## src/rtl/decode_select_arbiter.sv

```systemverilog
// Round-robin arbiter for four bus masters driving a 2->4 decoder chip-select path.
// SEL/N_EN feed the external decoder; N_GNT is the same decode presented directly.
module decode_select_arbiter #(
  parameter int unsigned MAX_HOLD   = 8,
  parameter int unsigned TURNAROUND = 1
) (
  input  logic       CLK,
  input  logic       N_RST,
  input  logic [3:0] REQ,
  output logic [1:0] SEL,
  output logic       N_EN,
  output logic [3:0] N_GNT,
  output logic       BUSY,
  output logic [1:0] STATE_DBG
);

  typedef enum logic [1:0] {
    S_IDLE  = 2'd0,
    S_GRANT = 2'd1,
    S_TURN  = 2'd2
  } state_t;

  localparam logic [7:0] HOLD_MAX  = 8'(MAX_HOLD - 1);
  localparam logic [3:0] TURN_LAST = 4'(TURNAROUND - 1);

  // Handshake: REQ is level-held; a grant lasts while REQ[SEL] stays high,
  // and is visible (N_EN low) one cycle after REQ is sampled in IDLE.
  state_t     state_q, state_d;
  logic [1:0] sel_q, sel_d;
  logic       n_en_q, n_en_d;
  logic [3:0] n_gnt_q, n_gnt_d;
  logic       busy_q, busy_d;
  logic [1:0] last_q, last_d;
  logic [7:0] hold_q, hold_d;
  logic [3:0] turn_q, turn_d;

  logic [1:0] win;
  logic       win_vld;
  logic [1:0] scan_idx;
  logic [3:0] others;
  logic       release_req;
  logic       preempt;

  // Scan from furthest to nearest so the requester just after LAST wins.
  always_comb begin
    win      = '0;
    win_vld  = 1'b0;
    scan_idx = '0;
    for (int i = 4; i >= 1; i--) begin
      scan_idx = last_q + 2'(i);
      if (REQ[scan_idx]) begin
        win     = scan_idx;
        win_vld = 1'b1;
      end
    end
  end

  assign others      = REQ & ~(4'b0001 << sel_q);
  assign release_req = ~REQ[sel_q];
  assign preempt     = (hold_q == HOLD_MAX) && (|others);

  always_comb begin
    state_d = state_q;
    sel_d   = sel_q;
    n_en_d  = n_en_q;
    n_gnt_d = n_gnt_q;
    busy_d  = busy_q;
    last_d  = last_q;
    hold_d  = hold_q;
    turn_d  = turn_q;
    case (state_q)
      S_IDLE: begin
        if (win_vld) begin
          state_d = S_GRANT;
          sel_d   = win;
          n_en_d  = 1'b0;
          n_gnt_d = ~(4'b0001 << win);
          busy_d  = 1'b1;
          hold_d  = '0;
        end
      end
      S_GRANT: begin
        if (release_req || preempt) begin
          state_d = S_TURN;
          n_en_d  = 1'b1;
          n_gnt_d = 4'b1111;
          last_d  = sel_q;
          turn_d  = '0;
        end else if (hold_q != HOLD_MAX) begin
          hold_d = hold_q + 8'd1;
        end
      end
      S_TURN: begin
        if (turn_q == TURN_LAST) begin
          state_d = S_IDLE;
          busy_d  = 1'b0;
        end else begin
          turn_d = turn_q + 4'd1;
        end
      end
      default: begin
        state_d = S_IDLE;
        n_en_d  = 1'b1;
        n_gnt_d = 4'b1111;
        busy_d  = 1'b0;
      end
    endcase
  end

  always_ff @(posedge CLK or negedge N_RST) begin
    if (!N_RST) begin
      state_q <= S_IDLE;
      sel_q   <= 2'd0;
      n_en_q  <= 1'b1;
      n_gnt_q <= 4'b1111;
      busy_q  <= 1'b0;
      last_q  <= 2'd3;
      hold_q  <= '0;
      turn_q  <= '0;
    end else begin
      state_q <= state_d;
      sel_q   <= sel_d;
      n_en_q  <= n_en_d;
      n_gnt_q <= n_gnt_d;
      busy_q  <= busy_d;
      last_q  <= last_d;
      hold_q  <= hold_d;
      turn_q  <= turn_d;
    end
  end

  assign SEL       = sel_q;
  assign N_EN      = n_en_q;
  assign N_GNT     = n_gnt_q;
  assign BUSY      = busy_q;
  assign STATE_DBG = state_q;

`ifdef FORMAL
  a_decode: assert property (@(posedge CLK)
    N_GNT == (N_EN ? 4'b1111 : ~(4'b0001 << SEL)));
  a_en_only_grant: assert property (@(posedge CLK)
    (state_q != S_GRANT) |-> N_EN);
  a_hold_range: assert property (@(posedge CLK) hold_q < 8'(MAX_HOLD));
  a_reset_vals: assert property (@(posedge CLK)
    !N_RST |-> (SEL == 2'd0 && N_EN && N_GNT == 4'b1111 && !BUSY));
`endif

endmodule

```

## config.mk

```make
export PLATFORM = sky130hd
export DESIGN_NAME = decode_select_arbiter
export DESIGN_NICKNAME = d
export VERILOG_FILES = /design/src/rtl/decode_select_arbiter.sv
export SDC_FILE = /design/constraint.sdc
export NUM_CORES = 1
export LEC_CHECK = 0
export BUFFER_PORTS_ARGS = -buffer_cell sky130_fd_sc_hd__buf_2
export CORE_ASPECT_RATIO = 0.6
export CORE_UTILIZATION = 60
export DETAILED_ROUTE_END_ITERATION = 8
export HOLD_SLACK_MARGIN = 0.12
export MAX_ROUTING_LAYER = met4
export PLACE_DENSITY = 0.81
export SYNTH_ARGS = -nofsm -noshare
export SYNTH_HDL_FRONTEND = slang
export SYNTH_SLANG_ARGS = --single-unit
export TNS_END_PERCENT = 10
```

## constraint.sdc

```tcl
create_clock -name CLK -period 3 [get_ports CLK]
set_input_delay 0.6 -clock CLK [delete_from_list [all_inputs] [get_ports CLK]]
set_output_delay 0.6 -clock CLK [all_outputs]
set_load 0.1 [all_outputs]
```

==> key figures <==
Status
  • Status: complete, no violations

Yosys
  • Post-synthesis compound-gate area fraction: 0.112
  • Sequential area share after synthesis: 0.459
  • Mux cell area share after synthesis: 0.0754
  • Post-synth top area share: 0.320
  • Synthesized flop and latch total: 24
  • Synth Area per Inst: 9.83 µm²
  • Syn Inst Count: 135
  • Syn Nets: 144
  • Warnings from Yosys: 0
  • Synth Flop Type: dfrtp_1
  • XOR/XNOR share of the synthesized area: 0.0462
  • Main combinational cell family by area after synthesis: simple AND/OR/NAND/NOR gates
  • Synth Area in Adders: 0.0283
  • Count of unique library cells instantiated by Yosys: 40
  • Ys async rst share: 1.00
  • EDFF count, synth: 0
  • Synth Area in Simple Gates: 0.250
  • Top cell type by total area after synthesis: dfrtp_1
  • Ranking of synthesized cells by area: dfrtp_1, dfstp_2, nor2_1
  • Synthesized area: 0.00133 mm²

Global routing
  • Vias in the first global route: 929
  • Total track usage: 0.254
  • First-pass GRT wire length: 4.30 mm
  • Initial antenna violation count: 0
  • Total grt overflow: 0
  • Largest net degree at the start of global routing: 25

Floorplanning
  • Die Wd: 62.7 µm
  • Top Ports: 16
  • Starting Density: 0.675
  • Die ar.: 0.00241 mm²
  • Die height: 38.4 µm
  • Core area: 0.00197 mm²
  • Row count: 12

Timing
  • Final Cycle Share: 0.677
  • Final Hold Viols: 0
  • Setup tns final: 0 ns
  • RSZ-0062 raised after global routing: no
  • Fin crit period: 2.03 ns
  • Worst hold slack: 0.289 ns
  • Clk_skew: 0.00375 ns
  • Setup Viol. Count Final: 0
  • Max-slew headroom: 0.504
  • Max frequency: 0.493 GHz
  • Slew Limit Fails: 0
  • Worst Max-Slew Pin Slew: 0.738 ns

Drt
  • Wire per inst: 14.0 µm
  • DRT Pass-1 Iters: 4
  • Routed vias/inst: 5.68
  • Initial drt markers: 43
  • Detailed Route WL: 2.49 mm
  • Final ANT Viol Nets: 0
  • DRC viols: 0
  • Total number of vias: 1011

Setup path
  • Critical Path RT: 3.20 ns
  • Crit path buf inv count: 0
  • End of the worst register-to-register path: last_q[1]$_DFFE_PN1P_
  • Crit-path cells: ha_1 -> and2_1 -> and3_2 -> nand4_2 -> a21oi_1 -> mux2_2
  • Delay of the slowest cell on the worst path: 0.39 ns
  • Worst r2r path cells: 6
  • CP arrival: 2.23 ns
  • Crit. End Element: register
  • Slowest-stage cell, CP: dfrtp_1
  • Setup crit start kind: register
  • Worst Path Class, Setup: reg2reg
  • Reg2Reg Setup Slack: 0.97 ns
  • CP max FO: 5
  • RR Startpoint: hold_q[0]$_DFFE_PN0P_
  • Top delay family on crit path: simple AND/OR/NAND/NOR gates

Finish
  • Layout cells sized above 1: 0.247
  • Antenna Cells: 0
  • Final Net Count: 160
  • Area growth syn-to-layout: 10.7%

Clock network
  • CTS Hold Bufs: 0
  • Clock transition at path regs: 0.08 ns
  • # H-tree levels: 1
  • CTS tree: done
  • Worst skew pair latency: 0.27 ns
  • # resized after CTS: 0
  • CTS root buffer: clkbuf_8
  • Clock Sinks: 24
  • Number of buffers inserted during clock tree synthesis: 3
  • Max Root-Sink Buffers: 2
  • Postcts setup bufs: 0

Placement
  • Port Buf Inserts: 15
  • HPWL reported at the end of detailed placement: 1.84 mm
  • Final Wtd Congestion: 0.778

Worst hold path
  • Hold crit path type: in2async

Flow run
  • Max-Cap Viols: 0
-- sequential cells by signal, indices dropped and copies added, names as in the netlist --
signal,cells
SEL,2
last_q,2
turn_q,4
BUSY,1
N_EN,1
N_GNT,4
STATE_DBG,2
hold_q,8
-- worst max path at each step --
stage                                      from               endpoint  slack (ns)  cells after the start
final                     hold_q[0]$_DFFE_PN0P_  last_q[1]$_DFFE_PN1P_        0.97                      6
after CTS                 hold_q[0]$_DFFE_PN0P_  last_q[1]$_DFFE_PN1P_        0.99                      6
after detailed placement                 REQ[3]  last_q[1]$_DFFE_PN1P_        0.93                      4
after global placement                   REQ[3]  last_q[1]$_DFFE_PN1P_        0.95                      4
after floorplan              SEL[1]$_DFFE_PN0P_   N_GNT[0]$_DFFE_PN1P_        0.58                      5
after global routing      hold_q[0]$_DFFE_PN0P_  last_q[1]$_DFFE_PN1P_        0.81                      6
-- cells in the mapped netlist (all sizes together), types with 4 or more instances --
master and count:
nand4 4, mux2i 4, nor2 20, dfrtp 17, nand2 16, xor2 6, nand3 4, inv 4
nor2b 4, o21ai 6, a21oi 4, dfstp 7
-- layout make-up --
cell class / instances / area, µm²
Tap cell: 28 / 35.0
Multi-Input combinational cell: 103 / 679
Sequential cell: 24 / 609
Timing Repair Buffer: 15 / 75.1
Inverter: 4 / 15.0
Fill cell: 149 / 498
Clock buffer: 4 / 55.1
-- cell usage in the layout, fill, tap and decap left out, types with 6 or more instances in the layout --
cell and instances:
buf_2 15, nand2_1 16, nor2_1 20, dfrtp_1 17, o21ai_0 6, xor2_1 6, dfstp_2 7
-- metrics by stage --
| step | instances | setup slack, ns | util | area, µm² |
|---|---|---|---|---|
| floorplan | 135 | 0.584 | - | 1330 |
| global placement | 174 | 0.953 | 0.719 | 1410 |
| detailed placement | 174 | 0.934 | 0.719 | 1410 |
| CTS | 178 | 0.985 | 0.747 | 1470 |
| global route | 178 | 0.807 | 0.747 | 1470 |
| finish | 178 | 0.970 | 0.747 | 1470 |
-- layer usage --
layer | up-vias | global-route usage | wire length, µm
li1 | 493 | - | -
met1 | 485 | 0.330 | 1220
met2 | 29 | 0.399 | 1090
met3 | 4 | 0.0714 | 157
met4 | 0 | 0.0698 | 22
met5 | - | - | 0
-- cell families (layout without fill, tap and decap cells) --
kind of cell | after synthesis | count (layout)
simple gates | 64 | 64
buf+inv | 8 | 23
xor+xnor | 7 | 7
flops | 24 | 24
mux | 8 | 8
fa+ha+maj | 3 | 3
compound gates | 21 | 21
Power is not shown: default switching activity piles up to over one toggle a cycle in this logic, so the estimate is an artifact.
